$ cat config.mk
export PLATFORM = sky130hd
export DESIGN_NAME = map_port_arbiter
export DESIGN_NICKNAME = d
export VERILOG_FILES = /design/src/rtl/collision_pkg.sv /design/src/rtl/rr_pick.sv /design/src/rtl/map_port_arbiter.sv
export SDC_FILE = /design/constraint.sdc
export NUM_CORES = 1
export LEC_CHECK = 0
export ABC_AREA = 1
export BUFFER_PORTS_ARGS = -buffer_cell sky130_fd_sc_hd__buf_2
export CAP_MARGIN = 20
export CORE_ASPECT_RATIO = 0.8
export CORE_MARGIN = 2
export CORE_UTILIZATION = 35
export CTS_BUF_LIST = sky130_fd_sc_hd__clkbuf_16
export CTS_CLUSTER_SIZE = 16
export DETAILED_ROUTE_END_ITERATION = 10
export PLACE_DENSITY = 0.62
export SLEW_MARGIN = 20
export SYNTH_ARGS = -nofsm -noshare
export SYNTH_HDL_FRONTEND = slang
export SYNTH_SLANG_ARGS = --single-unit
$ cat constraint.sdc
create_clock -name clk -period 3 [get_ports clk]
set_clock_uncertainty 0.05 [all_clocks]
set_input_delay 0.6 -clock clk [delete_from_list [all_inputs] [get_ports clk]]
set_output_delay 0.6 -clock clk [all_outputs]
set_load 0.03 [all_outputs]
$ cat src/rtl/collision_pkg.sv
// Shared constants, type codes and FSM encoding for the collision map-port arbiter.
package collision_pkg;

  localparam int N_REQ     = 3;
  localparam int MAX_BURST = 4;
  localparam int IDX_W     = 2;
  localparam int CNT_W     = 3;

  localparam logic [IDX_W-1:0] REQ_PLAYER = 2'd0;
  localparam logic [IDX_W-1:0] REQ_BLADE  = 2'd1;
  localparam logic [IDX_W-1:0] REQ_LIZARD = 2'd2;

  typedef enum logic [2:0] {
    BLK_EMPTY    = 3'd0,
    BLK_SOLID    = 3'd1,
    BLK_PLATFORM = 3'd2,
    BLK_PASSABLE = 3'd3,
    BLK_LIZARD   = 3'd4
  } blockT;

  typedef enum logic {
    IDLE  = 1'b0,
    OWNED = 1'b1
  } arbStateT;

  // Successor of a requester index, wrapping at n.
  function automatic logic [IDX_W-1:0] wrapInc(input logic [IDX_W-1:0] idx, input int n);
    if (int'(idx) >= n - 1) return '0;
    return idx + 1'b1;
  endfunction

endpackage

$ cat src/rtl/rr_pick.sv
// Combinational round-robin selector: first requester found searching upward from rrPtr.
module rr_pick
  import collision_pkg::*;
#(
  parameter int N = N_REQ
) (
  input  logic [N-1:0]     req,
  input  logic [IDX_W-1:0] rrPtr,
  output logic [N-1:0]     oneHot,
  output logic [IDX_W-1:0] idx
);

  localparam logic [IDX_W:0] NW = (IDX_W+1)'(N);

  logic [2*N-1:0] reqDbl;
  logic [N-1:0]   rotated;
  logic [IDX_W:0] sum;

  // Rotate so rrPtr sits at bit 0; scanning downward lets the lowest offset win.
  always_comb begin
    reqDbl  = {req, req};
    rotated = reqDbl[rrPtr +: N];
    sum     = '0;
    idx     = '0;
    for (int k = N - 1; k >= 0; k--) begin
      if (rotated[k]) begin
        sum = {1'b0, rrPtr} + (IDX_W+1)'(k);
        idx = (sum >= NW) ? IDX_W'(sum - NW) : IDX_W'(sum);
      end
    end
    oneHot = (|rotated) ? (N'(1) << idx) : '0;
  end

endmodule

$ cat src/rtl/map_port_arbiter.sv
// Shares one tile-map read port between the collision resolvers with bursts,
// forced release after MAX_BURST grants, and a one-cycle in-order response path.
module map_port_arbiter #(
  parameter int N_REQ     = collision_pkg::N_REQ,
  parameter int MAX_BURST = collision_pkg::MAX_BURST
) (
  input  logic                 clk,
  input  logic                 rst_n,
  input  logic [N_REQ-1:0]     req,
  input  logic [N_REQ-1:0]     last,
  input  logic [10*N_REQ-1:0]  req_x,
  input  logic [10*N_REQ-1:0]  req_y,
  output logic [N_REQ-1:0]     gnt,
  output logic                 map_en,
  output logic [9:0]           map_x,
  output logic [9:0]           map_y,
  input  logic [2:0]           map_type,
  output logic [N_REQ-1:0]     rsp_valid,
  output logic [2:0]           rsp_type,
  output logic                 busy
);

  localparam int IW = collision_pkg::IDX_W;
  localparam int CW = collision_pkg::CNT_W;
  localparam logic [CW-1:0] BURST_LIMIT = CW'(MAX_BURST);

  collision_pkg::arbStateT state, stateNext;
  logic [IW-1:0]    owner, ownerNext;
  logic [IW-1:0]    rrPtr, rrPtrNext;
  logic [CW-1:0]    burstCnt, burstCntNext;
  logic             tagValid;
  logic [IW-1:0]    tag;
  logic [N_REQ-1:0] pickGnt;
  logic [IW-1:0]    pickIdx;
  logic [N_REQ-1:0] gntInt;
  logic [IW-1:0]    grantIdx;

  rr_pick #(.N(N_REQ)) uPick (
    .req    (req),
    .rrPtr  (rrPtr),
    .oneHot (pickGnt),
    .idx    (pickIdx)
  );

  // IDLE grants from the round-robin picker in the same cycle; OWNED streams to the owner
  // and releases on last, on hitting the burst limit, or when the owner drops req.
  always_comb begin
    stateNext    = state;
    ownerNext    = owner;
    rrPtrNext    = rrPtr;
    burstCntNext = burstCnt;
    gntInt       = '0;
    grantIdx     = '0;
    case (state)
      collision_pkg::IDLE: begin
        if (|pickGnt) begin
          gntInt   = pickGnt;
          grantIdx = pickIdx;
          if (last[pickIdx] || BURST_LIMIT == CW'(1)) begin
            rrPtrNext = collision_pkg::wrapInc(pickIdx, N_REQ);
          end else begin
            stateNext    = collision_pkg::OWNED;
            ownerNext    = pickIdx;
            burstCntNext = CW'(1);
          end
        end
      end
      collision_pkg::OWNED: begin
        grantIdx = owner;
        if (req[owner]) begin
          gntInt[owner] = 1'b1;
          burstCntNext  = burstCnt + 1'b1;
          if (last[owner] || (burstCnt + 1'b1) == BURST_LIMIT) begin
            stateNext = collision_pkg::IDLE;
            rrPtrNext = collision_pkg::wrapInc(owner, N_REQ);
          end
        end else begin
          stateNext = collision_pkg::IDLE;
          rrPtrNext = collision_pkg::wrapInc(owner, N_REQ);
        end
      end
      default: stateNext = collision_pkg::IDLE;
    endcase
  end

  assign gnt       = rst_n ? gntInt : '0;
  assign map_en    = |gnt;
  assign map_x     = map_en ? req_x[grantIdx*10 +: 10] : '0;
  assign map_y     = map_en ? req_y[grantIdx*10 +: 10] : '0;
  assign rsp_valid = tagValid ? (N_REQ'(1) << tag) : '0;
  assign rsp_type  = tagValid ? map_type : '0;
  assign busy      = (state == collision_pkg::OWNED) || tagValid;

  // Reset drops any outstanding response tag along with arbitration state.
  always_ff @(posedge clk or negedge rst_n) begin
    if (!rst_n) begin
      state    <= collision_pkg::IDLE;
      owner    <= '0;
      rrPtr    <= '0;
      burstCnt <= '0;
      tagValid <= 1'b0;
      tag      <= '0;
    end else begin
      state    <= stateNext;
      owner    <= ownerNext;
      rrPtr    <= rrPtrNext;
      burstCnt <= burstCntNext;
      tagValid <= map_en;
      if (map_en) tag <= grantIdx;
    end
  end

endmodule
== Yosys cells after proc, flatten, opt, wreduce, memory -nomap -nowiden ==
Cells that the tools add are included.

* Add/sub/neg operators: 8
* Multipliers: 1
* Magnitude comparators: 8
* Equality and inequality tests: 6
* Shift-type cells: 5
* Mux-type cells: 54
* Bitwise logic cells: 2
* Reduce and logical (&&, ||, !) cells: 9

{| class="wikitable"
|+ Operators with widths
! cell !! count
|-
| $shiftx A30 B7 Y10 || 2
|-
| $mux W2 || 16
|-
| $mux W3 || 9
|-
| $mux W10 || 2
|-
| $mux W1 || 18
|-
| $pmux W3 S2 || 2
|-
| $reduce_and A3 Y1 || 3
|-
| $reduce_or A3 Y1 || 3
|-
| $pmux W2 S2 || 2
|-
| $bmux W1 S2 || 3
|-
| $ge A2 B2 Y1 const B || 3
|-
| $ge A3 B2 Y1 const B || 2
|-
| $lt A2 B3 Y1 const B || 2
|-
| $ne A2 B2 Y1 const B || 3
|-
| $shiftx A6 B3 Y3 || 1
|-
| $shl A1 B2 Y3 const A || 2
|-
| $sub A2 B2 Y2 const B || 3
|-
| $mul A2 B3 Y5 const B || 1
|-
| $add A2 B1 Y2 const B || 2
|-
| $add A2 B1 Y3 const B || 1
|-
| $add A2 B2 Y3 const B || 1
|-
| $add A3 B1 Y3 const B || 1
|-
| $eq A3 B3 Y1 const B || 1
|-
| $ne A3 B2 Y1 const B || 1
|-
| other kinds (7) || 9
|}

* Bits in registers: 11
* Output and inout bits: 31
* Logic and storage cells: 99

== Depth between registers and ports, before layout ==
Gate-level depths: netlist of run 1.

* Depth in word-level cells: 15
* Mapped depth: 16
* Mapped depth without buffers: 15

== By module ==
From an unflattened synthesis of run 1, not the netlist that was laid out.

* Cell total of the unflattened synthesis: 332
* Area, all modules: 1904.3 um^2

{| class="wikitable"
|+ By module, submodules not included
! module !! instances !! cells an instance !! area each (um^2)
|-
| map_port_arbiter || 1 || 287 || 1610.3
|-
| rr_pick || 1 || 45 || 294.0
|}

== Least setup slack after synthesis of run 1 ==
OpenSTA, ideal clock, no wires.

* Path type: input port to output port
* Start point: input req[0]
* End point: output map_x[0]
* Data arrival time: 1951 ps
* Path slack: 399 ps
* Cell stages on the path: 14
* Path buffers: 1
* Path through: nand2_1 -> nand2_2 -> o21ai_4 -> nand2_1 -> inv_1 -> nand2_1 -> nand2_2 -> nand3_2 -> nand2_1 -> buf_2 -> nand3_1 -> nand2_1 -> nand2_1 -> inv_1

* Word-level cells in the longest chain between the ends: 12
* Elaborated cells between the ends (all ways): 20
* Those cells by class: mul (1); shift (3); mux (13); reduce/logical (3)

{| class="wikitable"
|+ Ends and longest elaborated chain
! what !! line !! RTL
|-
| start, declared || map_port_arbiter.sv:9 || <nowiki>input logic [N_REQ-1:0] req,</nowiki>
|-
| $shiftx A6 B3 Y3 || rr_pick.sv:22 || <nowiki>rotated = reqDbl[rrPtr +: N];</nowiki>
|-
| $mux W2 (3 in a row) || rr_pick.sv:26 || <nowiki>if (rotated[k]) begin</nowiki>
|-
| $shl A1 B2 Y3 || rr_pick.sv:31 || <nowiki>oneHot = (|rotated) ? (N'(1) << idx) : '0;</nowiki>
|-
| $mux W3 || rr_pick.sv:31 ||
|-
| $reduce_or A3 Y1 || map_port_arbiter.sv:56 || <nowiki>if (|pickGnt) begin</nowiki>
|-
| $mux W2 or $mux W3 (tied branches) || map_port_arbiter.sv:56 ||
|-
| $pmux W2 S2 or $pmux W3 S2 (tied branches) || map_port_arbiter.sv:54 || <nowiki>case (state)</nowiki>
|-
| $mul A2 B3 Y5 or $mux W3 (tied branches) || map_port_arbiter.sv:88, map_port_arbiter.sv:86 ||
|-
| $shiftx A30 B7 Y10 or $reduce_or A3 Y1 (tied branches) || map_port_arbiter.sv:88, map_port_arbiter.sv:87 ||
|-
| $mux W10 (*) || map_port_arbiter.sv:88 || <nowiki>assign map_x = map_en ? req_x[grantIdx*10 +: 10] : '0;</nowiki>
|-
| end, declared || map_port_arbiter.sv:15 || <nowiki>output logic [9:0] map_x,</nowiki>
|}

Every way passes the cells marked *; elsewhere a longest branch is shown, timed or not. The select of a mux whose other input is x is not followed.

== Final worst setup path of run 1 ==
* Start point: register rrPtr[0]
* End point: output map_y[1]

* Word-level cells in the longest chain between the ends: 14
* Elaborated cells between the ends (all ways): 28
* Those cells by class: add/sub (5); mul (1); order compare (3); shift (3); mux (13); reduce/logical (3)

{| class="wikitable"
|+ Ends and longest elaborated chain
! what !! line !! RTL
|-
| start, declared || map_port_arbiter.sv:29 || <nowiki>logic [IW-1:0] rrPtr, rrPtrNext;</nowiki>
|-
| start signal, assigned || map_port_arbiter.sv:106 || <nowiki>rrPtr <= rrPtrNext;</nowiki>
|-
| $add A2 B2 Y3 || rr_pick.sv:27 || <nowiki>sum = {1'b0, rrPtr} + (IDX_W+1)'(k);</nowiki>
|-
| $ge A3 B2 Y1 or $sub A2 B2 Y2 (tied branches) || rr_pick.sv:28 || <nowiki>idx = (sum >= NW) ? IDX_W'(sum - NW) : IDX_W'(sum);</nowiki>
|-
| $mux W2 || rr_pick.sv:28 ||
|-
| $mux W2 (3 in a row) || rr_pick.sv:26 ||
|-
| $shl A1 B2 Y3 || rr_pick.sv:31 ||
|-
| $mux W3 || rr_pick.sv:31 ||
|-
| $reduce_or A3 Y1 || map_port_arbiter.sv:56 ||
|-
| $mux W2 or $mux W3 (tied branches) || map_port_arbiter.sv:56 ||
|-
| $pmux W2 S2 or $pmux W3 S2 (tied branches) || map_port_arbiter.sv:54 ||
|-
| $mul A2 B3 Y5 or $mux W3 (tied branches) || map_port_arbiter.sv:89, map_port_arbiter.sv:86 ||
|-
| $shiftx A30 B7 Y10 or $reduce_or A3 Y1 (tied branches) || map_port_arbiter.sv:89, map_port_arbiter.sv:87 ||
|-
| $mux W10 (*) || map_port_arbiter.sv:89 || <nowiki>assign map_y = map_en ? req_y[grantIdx*10 +: 10] : '0;</nowiki>
|-
| end, declared || map_port_arbiter.sv:16 || <nowiki>output logic [9:0] map_y,</nowiki>
|}

Every way passes the cells marked *; elsewhere a longest branch is shown, timed or not.

==> results.md, run 1 <==
* Post-synth top flop: dfrtp_1
* Diode count at 0
* Endpoint type of the worst setup path: output pin
* Failing checks: design-rule violations
* Final WL at 6393 µm
* Vias in the first global route at 2148
* Cell area after synthesis at 1871 µm²
* Die footprint at 5949 µm²
* Layout area overhead at 56.32%
* Count of input and output buffers at 101
* Slew Limit Fails at 0
* Area of the multi-input gates at 1292 µm²
* Setup TNS at 0 ns
* Most Crowded Layer GR: met2
* # fillers at 490
* GRT met3 Usage at 3.214%
* Slew @ Worst Pin at 0.5342 ns
* Clock latency on the worst-skew pair at 0.24 ns
* Post-route DRC at 10
* Outcome: complete, but fails checks
* CTS Hold Bufs at 0
* Core Area at 5094 µm²
* Post-DP HPWL at 4549 µm
* Vias after detailed routing at 2513
* Syn_area_per_cell at 5.329 µm²
* CTS tree: yes
* Register area share after synthesis at 14.72%
* Die H at 69.39 µm
* Post-DRT Antenna Nets at 0
* H-tree depth at 1
* Core Util, Final at 57.41%
* GRT met1 Usage at 25.94%
* DR iter-0 viols at 156
* Clock transition at path regs at 0.05 ns
* Final nets at 542
* TritonRoute pass-1 iters at 9
* CTS Buffer Depth at 2
* Synth unique cells at 27
* FMAX at 334.6 MHz
* Post-synth EDFFs at 0
* Initial antenna violation count at 0
* Mean number of vias per cell at 4.769
* Final Setup Violations at 0
* Die width at 85.74 µm
* Grt ovf at 0
* Kind of start point of the critical path: register
* # rows at 23
* Arr. time, crit path at 2.34 ns
* Total CTS buffers at 3
* Reg2Reg Depth at 15
* Final worst path period share at 99.62%
* Worst relative slew slack at 64.01%
* Clock sinks at 11
* GPL Wtd Cong at 0.8680
* Ys async rst share at 100.0%
* Syn nets at 427
* Share of cells above drive strength 1 at 39.57%
* RSZ-0062 raised after global routing: true
* Largest net degree at the start of global routing at 23
* RR Endpoint: owner[1]$_DFFE_PN0P_
* Starting Density at 36.72%
* Routed len/inst at 12.13 µm
* Warnings, synthesis at 0
* Worst min-delay path class: input pin to async pin
* Yosys reg bits at 11
* GRT Total Usage at 18.88%
* Io pins at 102
* Cell at the root of the clock tree: clkbuf_16
* Storage cell area at 277.8 µm²
* CP max FO at 6
* Crit path kind: register to output pin
* Final Critical Period at 2.989 ns
* First-pass GRT wire length at 9473 µm
* Reg-to-reg startpoint: rrPtr[0]$_DFFE_PN0P_
* GR Util met2 at 32.12%
* Worst EP required at 2.35 ns
* Fin. Hold Viols at 0
* Max-cap violations at 0
* Reg2Reg Setup Slack at 0.81 ns
* Mapped Cells at 351
-- final cells by class --
type,instances,share of cell area [%]
repair buffers,126,29.35
flip-flops and latches,11,9.499
multi-input cells,238,44.20
clock inverters,1,0.1712
inverters,86,11.55
clock buffers,3,2.567
well taps,62,2.653
-- per-stage QoR --
step | worst slack, ns | instances | cell area [µm²] | hold slack (ns)
floorplan | 0.3986 | 351 | 1871 | 0.2544
global placement | 0.03360 | 512 | 2485 | 0.4067
detailed placement | 0.006269 | 512 | 2485 | 0.4080
CTS | 0.005304 | 517 | 2623 | 0.1526
global route | -0.1421 | 527 | 2924 | 0.1706
finish | 0.01149 | 527 | 2924 | 0.1655
-- cells by family (layout without fill, tap and decap cells) --
family                   Yosys count  in the layout  share of synthesized area (%)
AND/OR/NAND/NOR                  217            217                          54.25
XOR/XNOR                           1              1                         0.4683
adder cells (fa/ha/maj)            5              5                          3.344
buffers and inverters            102            216                          21.87
flip-flops                        11             11                          14.72
AO/OA/AOI/OAI                     15             15                          5.351
-- worst max-delay path by stage --
stage | from | end | slack [ns] | depth (start not counted)
after global placement | req[0] | map_x[7] | 0.03 | 15
final | rrPtr[0]$_DFFE_PN0P_ | map_y[1] | 0.01 | 15
after global routing | rrPtr[0]$_DFFE_PN0P_ | map_x[2] | -0.14 | 16
after floorplan | req[0] | map_x[0] | 0.40 | 14
after detailed placement | req[2] | map_x[9] | 0.006 | 15
after CTS | rrPtr[0]$_DFFE_PN0P_ | map_y[7] | 0.005 | 15
-- worst max-delay path: stages, from the launching register on --
cell	delay [ns]
dfrtp_2	0.45
nand2_1	0.11
nand2_2	0.09
o21ai_4	0.23
nand2_2	0.09
inv_1	0.05
nand2_1	0.08
nand2_4	0.13
nand3_2	0.10
nand2_2	0.09
nand3_4	0.09
nand3_4	0.16
clkbuf_16	0.17
nand2_1	0.06
inv_2	0.04
buf_4	0.14
-- cells in the final DEF, fill, tap and decap left out, types with 5 or more instances in the layout --
cell       count
clkbuf_16      5
inv_1         69
buf_6         16
o21ai_0        7
inv_2         13
nand2_2       11
nand2_1       99
nand3_2        5
buf_2         81
dfrtp_1        9
nand3_1       80
buf_4         25
-- sequential cells by signal, summed over array words and instances, names as in the netlist --
signal and cells:
tag 2, state 1, burstCnt 3, owner 2, rrPtr 2, tagValid 1
-- cells in the mapped netlist, types with 2 or more instances --
library cell,n,area (µm²)
buf_2,9,45.04
buf_4,4,30.03
clkbuf_1,3,11.26
dfrtp_1,11,275.3
ha_1,5,62.56
inv_1,71,266.5
inv_2,14,52.55
nand2_1,107,401.6
nand2_2,8,50.05
nand3_1,81,405.4
nand3_2,7,70.07
nor2_1,5,18.77
nor2_2,3,18.77
nor3_1,3,15.01
o21ai_0,7,35.03
o21ai_1,2,10.01
-- per-layer routing --
| layer | up-vias | part of all wire, % | routed length (µm) |
|---|---|---|---|
| li1 | 1303 | - | - |
| met1 | 1116 | 46 | 2965 |
| met2 | 90 | 47 | 2999 |
| met3 | 4 | 6.3 | 403 |
| met4 | 0 | 0.39 | 25 |
| met5 | - | 0 | 0 |
-- repair_timing --
action | in CTS | in global routing
resized for setup | 21 | 54
setup endpoints to repair | 20 | 21
pin swaps | 0 | 5
buffers inserted | 1 | 7
cloned | 0 | 3
Power of run 1 is left out: the tool's default activity adds up to more than one toggle a clock period on the data nets, which glitch-free logic cannot reach.
==> inputs of run 2 (changes only) <==
- PLACE_DENSITY: 0.62 -> not set
- PLACE_DENSITY_LB_ADDON: not set -> 0.05
==> run 2 against run 1 <==
The flow finishes with violations (design-rule violations, negative setup slack). Maximum frequency is 2.6% lower. Count of clock-buffer cells in the layout unchanged. Register-to-register slack is essentially flat. Non-clock buffer count fell by 2. Core utilization is 0.074 points higher. Critical path type unchanged. Critical endpoint is now map_x[5]. Highest routed layer unchanged.
==> results.md, run 2 (synthesized netlist as in run 1, its figures left out) <==
* Largest net degree at the start of global routing at 23
* TritonRoute pass-1 iters at 8
* Die footprint at 5949 µm²
* CTS Buffer Depth at 2
* Most frequent cells in the layout: nand2_1, buf_2, nand3_1
* Max FFs per register at 3
* # fillers at 529
* RSZ-0062 raised after global routing: true
* Routed len/inst at 12.06 µm
* Reg with most FFs: burstCnt
* Count of input and output buffers at 101
* Reg2Reg Setup Slack at 0.81 ns
* Most common cell after layout, fill and taps aside: nand2_1
* CTS Hold Bufs at 0
* # rows at 23
* Slew Limit Fails at 0
* Final Critical Period at 3.068 ns
* First-pass GRT wire length at 9936 µm
* Slew @ Worst Pin at 0.3946 ns
* Worst EP required at 2.35 ns
* Post-DP HPWL at 4540 µm
* Core Area at 5094 µm²
* Most Crowded Layer GR: met2
* Fin. Hold Viols at 0
* GRT met3 Usage at 2.619%
* Max-cap violations at 0
* Die width at 85.74 µm
* Clock transition at path regs at 0.04 ns
* Initial antenna violation count at 0
* FMAX at 326.0 MHz
* CP max stage cell: dfrtp_2
* Total CTS buffers at 3
* RR Endpoint: owner[1]$_DFFE_PN0P_
* DR iter-0 viols at 151
* CP Depth at 14
* Final WL at 6329 µm
* Post-DRT Antenna Nets at 0
* GRT met1 Usage at 27.92%
* Layout area overhead at 56.52%
* Area of the multi-input gates at 1290 µm²
* Reg2Reg Depth at 13
* Endpoint type of the worst setup path: output pin
* H-tree depth at 1
* GR Util met2 at 32.29%
* Clock latency on the worst-skew pair at 0.24 ns
* CP most frequent cell: nand3_4
* Vias after detailed routing at 2526
* Die H at 69.39 µm
* Critical path's top delay family: simple AND/OR/NAND/NOR gates
* Failing checks: design-rule violations, negative setup slack
* Core Util, Final at 57.48%
* Arr. time, crit path at 2.42 ns
* Starting Density at 36.72%
* Reg-to-reg startpoint: rrPtr[0]$_DFFE_PN0P_
* Final Setup Violations at 20
* CTS tree: yes
* Diode count at 0
* Kind of start point of the critical path: register
* Crit path kind: register to output pin
* CP max FO at 6
* Critical path buffers and inverters at 4
* Vias in the first global route at 2207
* Critical-path cell list: inv_4 > ha_1 > nand3_1 > nand2_2 > nor2_2 > nor2_4 > nand3_4 > o21ai_4 > nand2_4 > nand3_4 > clkbuf_16 > nand2_1 > inv_2 > buf_4
* Slowest stage delay, CP at 0.44 ns
* GPL Wtd Cong at 0.9188
* Worst min-delay path class: input pin to async pin
* Setup TNS at -0.6918 ns
* Post-route DRC at 5
* Clock sinks at 11
* Worst relative slew slack at 73.63%
* Share of cells above drive strength 1 at 39.96%
* GRT Total Usage at 20.00%
* Outcome: complete, but fails checks
* Pre-CTS setup slack at 0.002250 ns
* CP endpoint: map_x[5]
* Final nets at 540
* CP Launch Point: rrPtr[0]$_DFFE_PN0P_
* Cell at the root of the clock tree: clkbuf_16
* Storage cell area at 277.8 µm²
* PnR worst setup slack at -0.06791 ns
* Final hold slack at 0.2046 ns
* Grt ovf at 0
* Final worst path period share at 102.3%
* Io pins at 102
* Mean number of vias per cell at 4.811
[run 2: cell types whose count changed in the layout (fill, tap and decap cells not counted), moves of 2 or more]
cell | previous run | this run
nand3_2 | 5 | 8
nand2_2 | 11 | 14
nand3_4 | 4 | 2
ha_1 | 3 | 5
buf_6 | 16 | 12
nand2_1 | 99 | 95
[run 2: routing by layer]
layer | wire [µm] | vias to the layer above | part of all wire (%)
li1 | - | 1299 | -
met1 | 2978 | 1129 | 47
met2 | 2837 | 93 | 45
met3 | 459 | 5 | 7.3
met4 | 55 | 0 | 0.87
met5 | 0 | - | 0
[run 2: how the worst min path moves through the flow]
stage          start                 endpoint  slack, ns  cells past startpoint
2_1_floorplan  rst_n  burstCnt[0]$_DFFE_PN0P_       0.25                      0
3_3_place_gp   rst_n       tag[1]$_DFFE_PN0P_       0.46                      1
3_5_place_dp   rst_n       tag[1]$_DFFE_PN0P_       0.46                      1
4_1_cts        rst_n       tagValid$_DFF_PN0_       0.20                      1
5_1_grt        rst_n       tagValid$_DFF_PN0_       0.23                      1
6_report       rst_n       tagValid$_DFF_PN0_       0.20                      1
[run 2: metrics by stage]
step / instance area (µm²) / instances
2_1_floorplan: 1871 / 351
3_3_place_gp: 2470 / 510
3_5_place_dp: 2470 / 510
4_1_cts: 2587 / 515
5_1_grt: 2928 / 525
6_report: 2928 / 525
[run 2: final cells by class]
cell class              instances  share of cell area (%)
clock inverters                 1                  0.1282
repair buffers                124                   29.66
clock buffers                   3                   2.564
flip-flops and latches         11                   9.487
well taps                      62                   2.650
inverters                      86                   11.45
multi-input cells             238                   44.06
[run 2: timing repair]
action | in CTS | in global routing
cloned | 0 | 4
pin swaps | 0 | 8
setup buffers | 1 | 6
hold endpoints to repair | 0 | 0
resized for setup | 8 | 85
setup endpoints to repair | 20 | 21
Power of run 2 is left out for the same reason.
==> inputs of run 3 (changes only) <==
- SETUP_SLACK_MARGIN: not set -> 0.5
==> run 3 against run 2 <==
The run ends with design-rule violations left. Design area rose by 7.2%. Critical endpoint is now map_x[8]. Via count grew 1.5%. Sequential cell count stayed put. Count of clock-buffer cells in the layout is the same.
==> results.md, run 3 (synthesized netlist as in run 1, its figures left out) <==
* Outcome: complete, but fails checks
* Failing checks: design-rule violations
* Max FFs per register at 3
* Vias in the first global route at 2363
* CTS Hold Bufs at 0
* GPL Wtd Cong at 0.8853
* GRT Total Usage at 21.48%
* CP max FO at 6
* Die H at 69.39 µm
* PnR worst setup slack at 0.005550 ns
* Cell at the root of the clock tree: clkbuf_16
* Routed len/inst at 12.76 µm
* Fin. Hold Viols at 0
* Diode count at 0
* TritonRoute pass-1 iters at 8
* Setup TNS at 0 ns
* Critical path buffers and inverters at 3
* RSZ-0062 raised after global routing: true
* Most frequent cells in the layout: nand2_1, nand3_1, buf_2
* CTS Buffer Depth at 2
* Worst EP required at 2.35 ns
* Die width at 85.74 µm
* Post-route DRC at 5
* Mean number of vias per cell at 4.812
* CP max stage cell: dfrtp_2
* Worst relative slew slack at 73.52%
* Slew Limit Fails at 0
* Starting Density at 36.72%
* Final Setup Violations at 0
* Vias after detailed routing at 2565
* Reg with most FFs: burstCnt
* First-pass GRT wire length at 10680 µm
* FMAX at 334.0 MHz
* Most common cell after layout, fill and taps aside: nand2_1
* Max-cap violations at 0
* Grt ovf at 0
* H-tree depth at 1
* Reg2Reg Setup Slack at 0.63 ns
* Pre-CTS setup slack at -0.03783 ns
* Kind of start point of the critical path: register
* Post-DRT Antenna Nets at 0
* Largest net degree at the start of global routing at 21
* Die footprint at 5949 µm²
* DR iter-0 viols at 152
* Final Critical Period at 2.994 ns
* CP Depth at 14
* Reg-to-reg startpoint: rrPtr[0]$_DFFE_PN0P_
* Final WL at 6800 µm
* Layout area overhead at 67.76%
* # rows at 23
* CP most frequent cell: nand2_4
* Count of input and output buffers at 101
* Worst min-delay path class: input pin to async pin
* Initial antenna violation count at 0
* Slew @ Worst Pin at 0.3971 ns
* Critical-path cell list: clkinv_4 > nand2_4 > nand2_4 > o21ai_4 > nand2_1 > nor2_2 > nor2_4 > nand3_4 > o21ai_4 > nand2_4 > nand3_4 > nand2_1 > inv_2 > buf_4
* Clock transition at path regs at 0.04 ns
* Endpoint type of the worst setup path: output pin
* Io pins at 102
* CTS tree: yes
* Slowest stage delay, CP at 0.44 ns
* Reg2Reg Depth at 16
* Final worst path period share at 99.81%
* Post-DP HPWL at 4420 µm
* Critical path's top delay family: simple AND/OR/NAND/NOR gates
* Clock latency on the worst-skew pair at 0.23 ns
* Core Area at 5094 µm²
* Arr. time, crit path at 2.34 ns
* RR Endpoint: tag[1]$_DFFE_PN0P_
* Crit path kind: register to output pin
* Share of cells above drive strength 1 at 45.65%
* Total CTS buffers at 3
* Clock sinks at 11
* Final nets at 548
-- run 3: changes by cell type in the layout (fill, tap and decap cells not counted), moves of 6 or more --
cell / before / now
nand3_4: 2 / 10
buf_4: 25 / 31
nand2_2: 14 / 21
inv_1: 69 / 59
nand3_2: 8 / 2
nand2_1: 95 / 84
-- run 3: layout make-up --
type	instances	area, µm²
clock inverters	1	3.754
well taps	62	77.57
fillers	492	1956
flip-flops and latches	11	277.8
repair buffers	129	895.9
inverters	86	355.3
multi-input cells	241	1453
clock buffers	3	75.07
-- run 3: worst register-to-register path, cell delays in order (launching register included) --
cell,delay [ns]
dfrtp_2,0.44
clkinv_4,0.13
nand2_2,0.12
nand3_4,0.12
nand3_1,0.13
nand2_2,0.08
inv_4,0.08
nand2_2,0.06
nand2_4,0.09
nand3_4,0.14
o21ai_4,0.12
nand2_4,0.13
buf_4,0.19
buf_6,0.11
buf_4,0.12
nand2_1,0.05
o21ai_0,0.07
-- run 3: through the flow --
| step | std cells | instance area (µm²) | hold slack, ns | utilization, % |
|---|---|---|---|---|
| finish | 533 | 3138 | 0.2368 | 61.61 |
| global route | 533 | 3138 | 0.2481 | 61.61 |
| floorplan | 351 | 1944 | 0.2544 | - |
| global placement | 508 | 2512 | 0.4636 | 49.32 |
| CTS | 526 | 2998 | 0.2462 | 58.86 |
| detailed placement | 508 | 2512 | 0.4719 | 49.32 |
-- run 3: per-layer routing --
| metal | vias up | track usage (%) | share of wire, % |
|---|---|---|---|
| li1 | 1323 | - | - |
| met4 | 0 | 4.409 | 1.3 |
| met1 | 1128 | 30.47 | 44 |
| met2 | 104 | 35.59 | 47 |
| met3 | 10 | 1.667 | 7.9 |
| met5 | - | 0 | 0 |
-- run 3: worst max path at each step --
stage	start	end	slack, ns
5_1_grt	rrPtr[0]$_DFFE_PN0P_	map_x[7]	-0.16
2_1_floorplan	req[0]	map_x[2]	0.46
6_report	rrPtr[0]$_DFFE_PN0P_	map_x[8]	0.006
4_1_cts	rrPtr[0]$_DFFE_PN0P_	map_x[8]	0.08
3_3_place_gp	req[0]	map_x[4]	-0.05
3_5_place_dp	req[0]	map_x[4]	-0.04
-- run 3: timing repair --
action,4_1_cts,5_1_grt
resized for setup,72,21
cloned,4,0
pin swaps,13,0
setup endpoints to repair,24,24
buffers inserted,10,7
Power of run 3 is left out for the same reason.
